$ cat config.mk
export PLATFORM = sky130hd
export DESIGN_NAME = peaks_sequencer
export DESIGN_NICKNAME = d
export VERILOG_FILES = /design/src/rtl/peaks_sequencer.sv
export SDC_FILE = /design/constraint.sdc
export NUM_CORES = 1
export LEC_CHECK = 0
export BUFFER_PORTS_ARGS = -buffer_cell sky130_fd_sc_hd__buf_2
export CAP_MARGIN = 0
export CELL_PAD_IN_SITES_DETAIL_PLACEMENT = 0
export CELL_PAD_IN_SITES_GLOBAL_PLACEMENT = 1
export CORE_MARGIN = 2
export CORE_UTILIZATION = 45
export CTS_CLUSTER_DIAMETER = 100
export DETAILED_ROUTE_END_ITERATION = 12
export PLACE_DENSITY_LB_ADDON = 0.1
export SYNTH_ARGS = -nofsm -noshare
export SYNTH_HDL_FRONTEND = slang
export SYNTH_SLANG_ARGS = --single-unit
$ cat constraint.sdc
create_clock -name CLOCK_50 -period 43.9 [get_ports CLOCK_50]
set_input_delay 8.78 -clock CLOCK_50 [delete_from_list [all_inputs] [get_ports CLOCK_50]]
set_output_delay 8.78 -clock CLOCK_50 [all_outputs]
set_load 0.05 [all_outputs]
$ cat src/rtl/peaks_sequencer.sv
// Pulses peaks once per FFT frame, captures {time, peaks} into a record FIFO, streams one peak per beat.
// Latency: fft_valid to fifo_level = PULSE_HIGH+SETTLE+2 cycles; a full FIFO drops captures, and rd_valid holds until rd_ready.
module peaks_sequencer #(
  parameter int PULSE_HIGH = 2,
  parameter int SETTLE     = 4,
  parameter int DEPTH      = 8,
  parameter int NPEAKS     = 6,
  parameter int AW         = 16,
  parameter int FW         = 9,
  parameter int TW         = 16
) (
  input  logic                        CLOCK_50,
  input  logic                        reset,
  input  logic                        fft_valid,
  output logic                        busy,
  output logic                        peaks_valid_in,
  input  logic [TW-1:0]               pk_counter,
  input  logic [AW*NPEAKS-1:0]        pk_ampl,
  input  logic [FW*NPEAKS-1:0]        pk_freq,
  output logic                        rd_valid,
  input  logic                        rd_ready,
  output logic [TW-1:0]               rd_time,
  output logic [$clog2(NPEAKS)-1:0]   rd_idx,
  output logic [FW-1:0]               rd_freq,
  output logic [AW-1:0]               rd_ampl,
  output logic                        rd_last,
  output logic [$clog2(DEPTH):0]      fifo_level,
  output logic [15:0]                 overrun_cnt,
  output logic [15:0]                 drop_cnt
);

  localparam int IW = $clog2(NPEAKS);
  localparam int PW = $clog2(DEPTH);
  localparam int LW = PW + 1;
  localparam int CW = $clog2(PULSE_HIGH + SETTLE + 1);
  localparam int RW = TW + FW*NPEAKS + AW*NPEAKS;

  localparam logic [1:0] S_IDLE    = 2'd0;
  localparam logic [1:0] S_PULSE   = 2'd1;
  localparam logic [1:0] S_SETTLE  = 2'd2;
  localparam logic [1:0] S_CAPTURE = 2'd3;

  logic [1:0]    state;
  logic [CW-1:0] cnt;

  logic [RW-1:0] mem [DEPTH];
  logic [PW-1:0] wr_ptr;
  logic [PW-1:0] rd_ptr;
  logic [LW-1:0] level;

  logic                   capture;
  logic                   push;
  logic                   pop;
  logic                   beat;
  logic [RW-1:0]          head;
  logic [FW*NPEAKS-1:0]   head_freq;
  logic [AW*NPEAKS-1:0]   head_ampl;

  assign busy       = (state != S_IDLE);
  assign capture    = (state == S_CAPTURE);
  assign rd_valid   = (level != '0);
  assign rd_last    = rd_valid && (rd_idx == IW'(NPEAKS-1));
  assign beat       = rd_valid && rd_ready;
  assign pop        = beat && rd_last;
  // A full FIFO still accepts the capture when the head record leaves in the same cycle.
  assign push       = capture && ((level < LW'(DEPTH)) || pop);
  assign fifo_level = level;

  always_ff @(posedge CLOCK_50) begin
    if (reset) begin
      state          <= S_IDLE;
      cnt            <= '0;
      peaks_valid_in <= 1'b0;
    end else begin
      case (state)
        S_IDLE: begin
          if (fft_valid) begin
            state          <= S_PULSE;
            peaks_valid_in <= 1'b1;
            cnt            <= '0;
          end
        end
        S_PULSE: begin
          if (cnt == CW'(PULSE_HIGH-1)) begin
            state          <= S_SETTLE;
            peaks_valid_in <= 1'b0;
            cnt            <= '0;
          end else begin
            cnt <= cnt + CW'(1);
          end
        end
        S_SETTLE: begin
          if (cnt == CW'(SETTLE-1)) state <= S_CAPTURE;
          else                      cnt   <= cnt + CW'(1);
        end
        default: state <= S_IDLE;
      endcase
    end
  end

  always_ff @(posedge CLOCK_50) begin
    if (reset) begin
      overrun_cnt <= '0;
      drop_cnt    <= '0;
    end else begin
      if (fft_valid && busy && (overrun_cnt != 16'hFFFF))
        overrun_cnt <= overrun_cnt + 16'd1;
      if (capture && !push && (drop_cnt != 16'hFFFF))
        drop_cnt <= drop_cnt + 16'd1;
    end
  end

  always_ff @(posedge CLOCK_50) begin
    if (push) mem[wr_ptr] <= {pk_counter, pk_freq, pk_ampl};
  end

  always_ff @(posedge CLOCK_50) begin
    if (reset) begin
      wr_ptr <= '0;
      rd_ptr <= '0;
      level  <= '0;
      rd_idx <= '0;
    end else begin
      if (push) wr_ptr <= wr_ptr + PW'(1);
      if (pop)  rd_ptr <= rd_ptr + PW'(1);
      case ({push, pop})
        2'b10:   level <= level + LW'(1);
        2'b01:   level <= level - LW'(1);
        default: level <= level;
      endcase
      if (beat) rd_idx <= rd_last ? '0 : rd_idx + IW'(1);
    end
  end

  assign head      = mem[rd_ptr];
  assign rd_time   = head[RW-1 -: TW];
  assign head_freq = head[AW*NPEAKS +: FW*NPEAKS];
  assign head_ampl = head[0 +: AW*NPEAKS];

  always_comb begin
    rd_freq = '0;
    rd_ampl = '0;
    for (int i = 0; i < NPEAKS; i++) begin
      if (rd_idx == IW'(i)) begin
        rd_freq = head_freq[i*FW +: FW];
        rd_ampl = head_ampl[i*AW +: AW];
      end
    end
  end

endmodule
* Yosys cells after proc, flatten, opt, wreduce, memory -nomap -nowiden
Memory sizes are Yosys's and may differ from the RTL's. A register that Yosys moved wholly into a read port is not among the register bits.
Cells that the tools add are included.
** Operators by class
- Mux-type cells :: 29
- Equal/unequal tests :: 18
- Reductions and logical operators :: 20
- Order comparisons :: 1
- $add $sub $neg :: 8
** Operators with widths (number)
- two-way mux 16 bit :: 6
- two-way mux 9 bit :: 6
- adder 16 x 1 -> 16 bit, second input constant :: 2
- inequality test 16 bit, second input constant :: 2
- two-way mux 3 bit :: 6
- adder 3 x 1 -> 3 bit, second input constant :: 4
- == test 3 x 2 -> 1 bit, second input constant :: 3
- one-hot mux 3 bit (3 select lines) :: 1
- AND reduction 3 bit :: 3
- logical AND 1 bit :: 8
- inequality test 2 bit, second input constant :: 4
- one-hot mux 4 bit (2 select lines) :: 1
- == test 2 bit, second input constant :: 3
- == test 3 x 1 -> 1 bit, second input constant :: 2
- == test 3 bit, second input constant :: 2
- two-way mux 2 bit :: 3
- one-hot mux 2 bit (3 select lines) :: 1
- nonzero test 2 bit :: 3
- adder 4 x 1 -> 4 bit, second input constant :: 1
- == test 2 x 1 -> 1 bit, second input constant :: 2
- < comparator 4 bit, second input constant :: 1
- two-way mux 1 bit :: 4
- nonzero test 4 bit :: 1
- subtractor 4 x 1 -> 4 bit, second input constant :: 1
- other kinds (6) :: 6
** Word-level totals
- Flip-flop bits (word level) :: 51
- Logic and storage cells :: 86
- RAM bits :: 1328
- Output and inout bits :: 84
- Bits of input ports :: 170
- Memories kept :: 1
** Memory list
- mem :: depth 8, bits a word 166, read ports 1, clocked after Yosys merged registers in 1, write ports 1, RTL line 46 : logic [RW-1:0] mem [DEPTH];

* Longest topological paths before layout
Gate-level depths: netlist of the first run.
- Word-level depth :: 8
- Mapped depth :: 12
- Mapped depth without buffers :: 12

* Worst setup path after synthesis of the first run
No wires, ideal clock.
- Path kind :: in2reg
- Start point :: input port rd_ready
- End point :: memory mem[0][0] in the netlist's numbering, enable pin
- Stages :: 4
- Arrival :: 24934 ps
- Required time :: 42801 ps
- Setup slack :: 17867 ps
- Setup time :: 1099 ps
- Path buffers :: 0
- Path through :: o41ai_4 -> nor2_2 -> o21ai_4 -> nor4_1
** On the way
- Cells in the longest elaborated chain, start to end :: 6
** Ends and longest elaborated chain
- from (decl) :: RTL line 21 : input logic rd_ready,
- logical AND 1 bit :: RTL line 63 : assign beat = rd_valid && rd_ready;
- logical AND 1 bit :: RTL line 64 : assign pop = beat && rd_last;
- named net pop :: RTL line 53 : logic pop;
- logical OR 1 bit :: RTL line 66 : assign push = capture && ((level < LW'(DEPTH)) || pop);
- logical AND 1 bit :: RTL line 66
- two-way mux 1 bit :: RTL line 114 : if (push) mem[wr_ptr] <= {pk_counter, pk_freq, pk_ampl};
- two-way mux 1 bit (not written as such) :: RTL line 114
- to (decl) :: RTL line 46
The timed path passes the listed nets, and every way through them passes these cells.

==> results of run 1 <==
synth_stat cells (3+ instances only):
| cell type | count |
|---|---|
| edfxtp_1 | 1328 |
| mux4_2 | 307 |
| nor2_1 | 132 |
| mux2_2 | 93 |
| o22ai_1 | 75 |
| clkbuf_1 | 55 |
| dfxtp_1 | 54 |
| nand2_1 | 46 |
| buf_2 | 35 |
| mux2i_1 | 31 |
| xnor2_1 | 27 |
| a221oi_1 | 25 |
| o21ai_1 | 25 |
| o311ai_1 | 25 |
| o31ai_1 | 25 |
| buf_6 | 23 |
| ha_1 | 19 |
| inv_1 | 16 |
| buf_4 | 13 |
| nand3_1 | 13 |
| nor3_1 | 13 |
| a21oi_1 | 12 |
| xor2_1 | 9 |
| nand4_1 | 8 |
| buf_1 | 7 |
| and2_1 | 6 |
| nand2b_1 | 6 |
| nor2b_1 | 6 |
| o21ai_0 | 6 |
| nor4_1 | 5 |
| a2111oi_0 | 4 |
| a211oi_1 | 4 |
| nor4b_1 | 3 |
| or3_1 | 3 |
layout make-up:
type	instances	area (um2)	area share, %
repair buffers	296	1700	2.79
clock inverters	77	703	1.15
multi-input cells	956	11600	19.0
diodes	14	35.0	0.0575
well taps	1536	1920	3.15
clock buffers	184	3950	6.48
inverters	17	63.8	0.105
flip-flops and latches	1382	41000	67.2
routing by layer:
| metal | global-route usage, % | vias to the layer above |
|---|---|---|
| met1 | 30.8 | 13900 |
| met2 | 35.6 | 715 |
| li1 | - | 11100 |
| met3 | 5.17 | 233 |
| met4 | 5.93 | 26 |
| met5 | 0 | - |
path summary, 6_finish.rpt:
path,startpoint,endpoint,slack (ps)
setup / recovery,flip-flop,rd_ampl[5],29270
hold / removal,cnt[2],cnt[2],530
setup reg to reg,rd_idx[0],mem[5][35],39110
hold reg to reg,cnt[2],cnt[2],530
where the power goes:
part	total, W	internal [W]	switching, W
clock	0.00120	0.000705	0.000490
combinational	0.000118	0.0000346	0.0000837
sequential	0.00147	0.00146	0.00000520
critical path, stage by stage, from the launching register on:
cell	delay, ps
dfxtp_4	950
buf_4	780
buf_12	670
buf_12	620
mux4_2	590
nor2_1	100
o31ai_1	140
o21ai_1	550
o311ai_1	200
buf_2	250
flip-flops by register name, summed over array words and instances, names as in the netlist, named ones only:
name            cells
mem              1328
wr_ptr              3
state               2
peaks_valid_in      1
drop_cnt           16
rd_ptr              3
rd_idx              3
overrun_cnt        16
fifo_level          4
cnt                 3
logic make-up after synthesis:
logic type	count (synthesis)	synth area share, %
XOR/XNOR	36	0.592
multiplexers	431	15.5
AO/OA/AOI/OAI	216	2.89
buffers and inverters	150	1.55
adder cells (fa/ha/maj)	19	0.446
flip-flops	1382	76.9
AND/OR/NAND/NOR	254	2.14
metrics by stage:
| step | hold WS [ps] | instances | setup WS (ps) | total power [W] |
|---|---|---|---|---|
| finish | 531 | 4462 | 29270 | 0.00278 |
| global route | 562 | 4451 | 28740 | 0.00287 |
| CTS | 528 | 4448 | 28940 | 0.00281 |
| detailed placement | 513 | 4187 | 29770 | 0.00161 |
| global placement | 488 | 4187 | 29750 | 0.00161 |
| floorplan | 469 | 2488 | 17870 | 0.00157 |
==> summary.txt, run 1 <==
status: finished, final reports clean
H-Tree Depth: 4
post-place instance area: 56200 um2
hold_buf cts: 0
global-route wire length before repair: 193 mm
post-CTS setup buffers: 0
Fillers: 9296
post-synth top area share: 74.8%
final setup TNS: 0 ps
wire length per cell: 29.8 um
Total GRT Usage: 22.2%
Area growth syn-to-layout: 14.3%
Synth area leader: edfxtp_1
Gates resized, CTS repair: 0
ys async rst share: 0%
Iteration-0 DRC Markers: 2534
Worst Tran Pin Value: 1180 ps
worst vdd ir: 0.0336 mV
clock tree buffer depth: 3
die area: 121000 um2
Final Util: 51.7%
vias in the first global route: 27200
GP Congestion: 0.760
Cells after Synth: 2488
Worst R2R Path Depth: 8
DP HPWL: 72.8 mm
CP required: 35120 ps
fin. max-slew vios: 0
Clk Latency, worst-skew pair: 750 ps
Synth area leaders: edfxtp_1 75%, mux4_2 13%, dfxtp_1 2.0%
Critical Path Start Type: flip-flop
syn_area_per_cell: 21.4 um2
Leak: 18.8 nW
syn_nets: 2677
Synth Flop Type: edfxtp_1
Via Count: 26000
Worst Hold Class: flip-flop to flip-flop
Antenna Nets Post-Route: 0
DR WL met3: 8.96 mm
largest fanout on the critical path: 105
post-route clock period utilization: 33.3%
drt pass-1 iters: 5
initial antenna violation count: 50
met1 WL: 56.8 mm
Initial Utilization: 45.3%
fmax: 0.0684 GHz
critical path type: flip-flop to output port
Std-Cell Rows: 126
synth unique cells: 55
pin count of the biggest net entering global routing: 121
hold path cells: 2
max-cap violations: 0
Clock Sinks: 1382
commonest non-fill, non-tap cell in the layout: edfxtp_1
Post-synth EDFFs: 1328
synth warn: 0
Final Critical Period: 14630 ps
Seq cells post-synth: 1382
Clk pin slew, worst setup/hold paths: 60 ps
final setup fails: 0
Finished Cell Area: 60900 um2
core area: 118000 um2
power per cell area: 45.6 nW/um2
Num CTS Buffers: 148
Residual DRC: 0
Via density: 5.82
Chip Width: 348 um
CP endpoint kind: output port
DR top layer: met5
final hold violations: 0
share of layout cells above drive strength 1: 31.9%
# port buffers: 253
Post-Route WL: 133 mm
unrepaired setup endpoints after global routing: false
CP arrival: 5850 ps
CTS tree: yes
met2 WL: 63.9 mm
IO Count: 254
gr ovfl total: 0
Worst Clk Skew: 27.5 ps
Slew headroom: 20.5%
nets@finish: 2990
Seq/Total Area, Yosys: 76.9%
Die Ht: 348 um
commonest non-fill, non-tap cells in the layout: 1328 x edfxtp_1, 307 x mux4_2, 253 x buf_2, 153 x clkbuf_16, 128 x nor2_1
mapped cell area: 53300 um2
Clock Root Buffer: clkbuf_16
Power figures use the tool's default switching activity.
==> run 2, diff against run 1 <==
- clock period: 43.9 -> 15.15 ns (I/O delays scaled with it)
==> summary.txt, run 2 (synthesis results as in run 1) <==
number of flip-flops in the largest register: 1328 (unchanged)
Worst Hold Class: flip-flop to flip-flop
Final Total Pwr: 0.00791 W (+180%)
DR top layer: met5
hold path startpoint: rd_ptr[1]
Slew headroom: 20.9% (+0.31 points)
Via density: 5.80 (-0.49%)
drt pass-1 iters: 5 (unchanged)
die area: 121000 um2 (unchanged)
global-route wire length before repair: 189 mm (-1.9%)
status: finished, final reports clean
nets@finish: 2992 (+0.067%)
met2 WL: 61.9 mm (-3.1%)
Final Util: 51.5% (-0.22 points)
Post-Route WL: 131 mm (-1.1%)
Initial Utilization: 45.3% (unchanged)
r2r startpoint: rd_idx[0]
Total GRT Usage: 21.8% (-0.40 points)
Critical Path Start Type: flip-flop
post-place instance area: 56200 um2 (about the same)
CP arrival: 5440 ps (-410 ps)
initial antenna violation count: 53 (+6.0%)
share of layout cells above drive strength 1: 31.5% (-0.41 points)
Iteration-0 DRC Markers: 2639 (+4.1%)
Leak: 18.7 nW (-0.57%)
wire length per cell: 29.5 um (-1.0%)
vias in the first global route: 26400 (-2.7%)
power per cell area: 130 nW/um2 (+190%)
post-CTS setup buffers: 0 (unchanged)
Clock Sinks: 1382 (unchanged)
Worst Tran Pin Value: 1180 ps (-4.60 ps)
Multi-input gate area: 11600 um2 (+0.11%)
Final Critical Period: 8470 ps
Finished Cell Area: 60700 um2 (-0.42%)
final hold violations: 0 (unchanged)
RR Endpoint: mem[5][119]
DP HPWL: 74.2 mm (+1.9%)
core area: 118000 um2 (unchanged)
CP max stage delay: 900 ps (-50 ps)
Worst R2R Path Depth: 8 (unchanged)
Largest regs: mem (1328), drop_cnt (16), overrun_cnt (16)
hold_buf cts: 0 (unchanged)
commonest non-fill, non-tap cell in the layout: edfxtp_1
Area growth syn-to-layout: 13.8%
CP endpoint kind: output port
Chip Width: 348 um (unchanged)
CP most frequent cell: buf_4
clock tree buffer depth: 3 (unchanged)
GP Congestion: 0.766 (+0.79%)
fin. max-slew vios: 0 (unchanged)
Top reg by flops: mem
fmax: 0.118 GHz
commonest non-fill, non-tap cells in the layout: 1328 x edfxtp_1, 307 x mux4_2, 253 x buf_2, 151 x clkbuf_16, 128 x nor2_1
DR WL met3: 9.79 mm (+9.2%)
Fillers: 9364 (+0.73%)
hold path cells: 2 (unchanged)
Std-Cell Rows: 126 (unchanged)
Clock Root Buffer: clkbuf_16
IO Count: 254 (unchanged)
Storage cell area: 41000 um2 (unchanged)
CTS tree: yes
max-cap violations: 0 (unchanged)
pin count of the biggest net entering global routing: 120 (-0.83%)
Clk pin slew, worst setup/hold paths: 60 ps (about the same)
slowest CP cell: buf_4
Residual DRC: 0 (unchanged)
final setup fails: 0 (unchanged)
unrepaired setup endpoints after global routing: false
Via Count: 25800 (-0.56%)
crit-path cells: buf_4 > buf_4 > mux4_2 > mux2i_1 > nor2_1 > o21ai_1 > o311ai_1 > buf_2
FF-to-FF setup slack: 10170 ps (-28940 ps)
Clk Latency, worst-skew pair: 730 ps (-20 ps)
Gates resized, CTS repair: 0 (unchanged)
critical path type: flip-flop to output port
Die Ht: 348 um (unchanged)
gr ovfl total: 0 (unchanged)
# port buffers: 253 (unchanged)
worst vdd ir: 0.113 mV (+240%)
CP required: 12120 ps (-23000 ps)
Worst Clk Skew: 14.6 ps (-12.9 ps)
largest fanout on the critical path: 70 (-33%)
met1 WL: 56.0 mm (-1.3%)
H-Tree Depth: 4 (unchanged)
Antenna Nets Post-Route: 0 (unchanged)
post-route clock period utilization: 55.9%
Num CTS Buffers: 146 (-1.4%)
[run 2: changes by cell type in the layout (fill, tap and decap cells not counted), moves of 4 or more]
cell / change
clkinv_2: -5
clkbuf_1: +4
inv_6: +4
clkinv_4: -4
buf_12: -5
buf_4: +9
clkinv_1: +6
bufinv_16: -5
[run 2: layout make-up]
class / count / area share, %
antenna: 14 / 0.0577
timing repair buffer: 300 / 2.75
clock inverter: 68 / 0.825
sequential: 1382 / 67.5
inverter: 17 / 0.105
clock buffer: 186 / 6.44
tap: 1536 / 3.17
multi-input combinational: 956 / 19.1
[run 2: worst max-delay path: cells and delay by family (launching register included)]
| family | cells | cell delay (ps) |
|---|---|---|
| AO/OA/AOI/OAI | 2 | 790 |
| AND/OR/NAND/NOR | 1 | 70 |
| flip-flops | 1 | 840 |
| multiplexers | 2 | 640 |
| buffers and inverters | 3 | 2040 |
[run 2: how the worst max path moves through the flow]
stage                  to  slack [ps]  cells past startpoint
6_report       rd_ampl[7]        6680                      8
5_1_grt        rd_ampl[5]        6420                      8
4_1_cts        rd_ampl[7]        6600                      8
3_5_place_dp   rd_ampl[7]        7390                      8
3_3_place_gp   rd_ampl[5]        7410                      8
2_1_floorplan   mem[2][0]        -630                      4
[run 2: routing by layer]
metal | global-route usage (%) | up-vias
met5 | 0 | -
met3 | 5.73 | 233
met1 | 30.5 | 13800
met4 | 6.46 | 44
met2 | 33.9 | 728
li1 | - | 11100
[run 2: stage by stage]
stage          hold slack [ps]  setup TNS [ps]  cells  worst slack [ps]
4_1_cts                    507               0   4445              6600
3_5_place_dp               494               0   4191              7390
6_report                   499               0   4459              6680
5_1_grt                    540               0   4447              6420
2_1_floorplan              469         -314120   2488              -631
3_3_place_gp               482               0   4191              7410
[run 2: where the power goes]
group	leakage (nW)	switching [W]	internal (W)	total, W
clock	2.15	0.00140	0.00193	0.00333
sequential	12.4	0.0000148	0.00423	0.00425
combinational	4.15	0.000238	0.0000995	0.000338
==> run 3, diff against run 2 <==
- clock period: 15.15 -> 7.7 ns (I/O delays scaled with it)
==> summary.txt, run 3 (synthesis results as in run 1) <==
Clock Root Buffer: clkbuf_16
power per cell area: 259 nW/um2 (+99%)
CP arrival: 4370 ps (-1070 ps)
Worst Hold Class: flip-flop to flip-flop
commonest non-fill, non-tap cells in the layout: 1328 x edfxtp_1, 307 x mux4_2, 253 x buf_2, 153 x clkbuf_16, 128 x nor2_1
vias in the first global route: 26300 (-0.54%)
Finished Cell Area: 61100 um2 (+0.73%)
fin. max-slew vios: 0 (unchanged)
Largest regs: mem (1328), drop_cnt (16), overrun_cnt (16)
final setup fails: 0 (unchanged)
CTS tree: yes
DR top layer: met5
Clock Sinks: 1382 (unchanged)
Chip Width: 348 um (unchanged)
Final Critical Period: 5910 ps
Via density: 5.82 (+0.48%)
drt pass-1 iters: 7 (+2)
DP HPWL: 75.1 mm (+1.2%)
Final Total Pwr: 0.0158 W (+100%)
post-route clock period utilization: 76.8%
global-route wire length before repair: 189 mm (unchanged)
core area: 118000 um2 (unchanged)
met1 WL: 57.2 mm (+2.0%)
unrepaired setup endpoints after global routing: false
CP top delay family: buffers and inverters
Antenna Nets Post-Route: 0 (unchanged)
endpoint of the worst hold path: peaks_valid_in
met2 WL: 62.1 mm (+0.28%)
initial antenna violation count: 48 (-9.4%)
Worst Clk Skew: 27.3 ps (+12.7 ps)
Area growth syn-to-layout: 14.7%
r2r startpoint: rd_idx[0]
final hold violations: 0 (unchanged)
largest fanout on the critical path: 79 (+13%)
pin count of the biggest net entering global routing: 101 (-16%)
number of flip-flops in the largest register: 1328 (unchanged)
Residual DRC: 0 (unchanged)
# port buffers: 253 (unchanged)
Clk Latency, worst-skew pair: 740 ps (about the same)
Post-Route WL: 132 mm (+0.36%)
post-placement cell count: 4196 (+0.12%)
Via Count: 26000 (+0.75%)
clock tree buffer depth: 3 (unchanged)
Num CTS Buffers: 147 (+0.68%)
Iteration-0 DRC Markers: 2460 (-6.8%)
post-place instance area: 56400 um2 (+0.38%)
crit-path cells: buf_12 > buf_12 > mux4_2 > mux2i_1 > nor2_1 > o21ai_1 > o311ai_1 > buf_2
die area: 121000 um2 (unchanged)
max-cap violations: 0 (unchanged)
Min Hold Slack: 518 ps (+19.2 ps)
nets@finish: 2998 (+0.20%)
worst vdd ir: 0.189 mV (+68%)
IO Count: 254 (unchanged)
Critical Path Start Type: flip-flop
share of layout cells above drive strength 1: 31.4% (-0.037 points)
hold_buf cts: 0 (unchanged)
Top reg by flops: mem
Initial Utilization: 45.3% (unchanged)
fin cells: 4471 (+0.27%)
Die Ht: 348 um (unchanged)
FF-to-FF setup slack: 3770 ps (-6400 ps)
GP Congestion: 0.774 (+1.0%)
Std-Cell Rows: 126 (unchanged)
Worst R2R Path Depth: 7 (-1)
hold path startpoint: peaks_valid_in
Slew headroom: 30.1% (+9.2 points)
H-Tree Depth: 4 (unchanged)
CP endpoint kind: output port
Gates resized, CTS repair: 0 (unchanged)
CP max stage delay: 780 ps (-120 ps)
DR WL met3: 9.71 mm (-0.83%)
post-CTS setup buffers: 0 (unchanged)
gr ovfl total: 0 (unchanged)
critical path type: flip-flop to output port
fmax: 0.169 GHz
status: finished, final reports clean
wire length per cell: 29.5 um (about the same)
Clk pin slew, worst setup/hold paths: 60 ps (about the same)
hold path cells: 2 (unchanged)
Leak: 18.8 nW (+0.86%)
RR Endpoint: mem[0][68]
Worst Tran Pin Value: 1050 ps (-131 ps)
Worst Path Buf+Inv: 3 (unchanged)
Total GRT Usage: 21.8% (about the same)
CP most frequent cell: buf_12
CP required: 6160 ps (-5960 ps)
commonest non-fill, non-tap cell in the layout: edfxtp_1
slowest CP cell: dfxtp_4
Fillers: 9206 (-1.7%)
-- run 3: cell types whose count changed in the layout (fill, tap and decap cells not counted), moves of 3 or more --
cell,change
buf_12,+13
buf_4,-8
bufinv_16,+6
clkbuf_1,-9
clkinv_1,+16
clkinv_2,-4
inv_6,-4
nor3_2,-3
nor3_4,+3
-- run 3: report_power, final --
| group | internal, W | total (W) | switching (W) | leakage [nW] |
|---|---|---|---|---|
| Combinational | 0.000199 | 0.000675 | 0.000476 | 4.21 |
| Clock | 0.00404 | 0.00682 | 0.00278 | 2.26 |
| Sequential | 0.00833 | 0.00836 | 0.0000293 | 12.4 |
| Total | 0.0126 | 0.0158 | 0.00329 | 18.8 |
-- run 3: layout make-up --
class / count / area [um2] / area share (%)
clock buffers: 179 / 3930 / 6.42
inverters: 17 / 63.8 / 0.104
flip-flops and latches: 1382 / 41000 / 67.0
well taps: 1536 / 1920 / 3.14
multi-input cells: 956 / 11600 / 19.0
clock inverters: 83 / 712 / 1.17
repair buffers: 305 / 1870 / 3.06
diodes: 13 / 32.5 / 0.0532
-- run 3: per-stage QoR --
step | setup TNS [ps] | util, % | setup WS (ps)
floorplan | -2026500 | - | -2230
global placement | 0 | 47.9 | 2390
detailed placement | 0 | 47.9 | 2400
CTS | 0 | 51.9 | 1600
global route | 0 | 51.9 | 1630
finish | 0 | 51.9 | 1790
-- run 3: worst max-delay path by stage --
stage | start | end | slack [ps] | depth (start not counted)
3_5_place_dp | flip-flop | rd_ampl[8] | 2400 | 8
2_1_floorplan | rd_ready | mem[7][0] | -2230 | 5
5_1_grt | flip-flop | rd_ampl[8] | 1630 | 8
3_3_place_gp | flip-flop | rd_ampl[8] | 2390 | 8
4_1_cts | flip-flop | rd_ampl[8] | 1600 | 8
6_report | flip-flop | rd_ampl[8] | 1790 | 8
-- run 3: worst register-to-register path, delay by kind of cell, from the launching register on --
kind / cells / cell delay, ps
AOI/OAI and AO/OA: 1 / 180
adders and majority gates: 1 / 320
buffers and inverters: 2 / 1550
DFF: 1 / 430
and+or+nand+nor: 3 / 1020
-- run 3: routing by layer --
layer	track usage, %	vias to the layer above
met2	33.6	763
met4	5.49	52
met5	0	-
li1	-	11100
met1	31.1	13900
met3	5.82	219
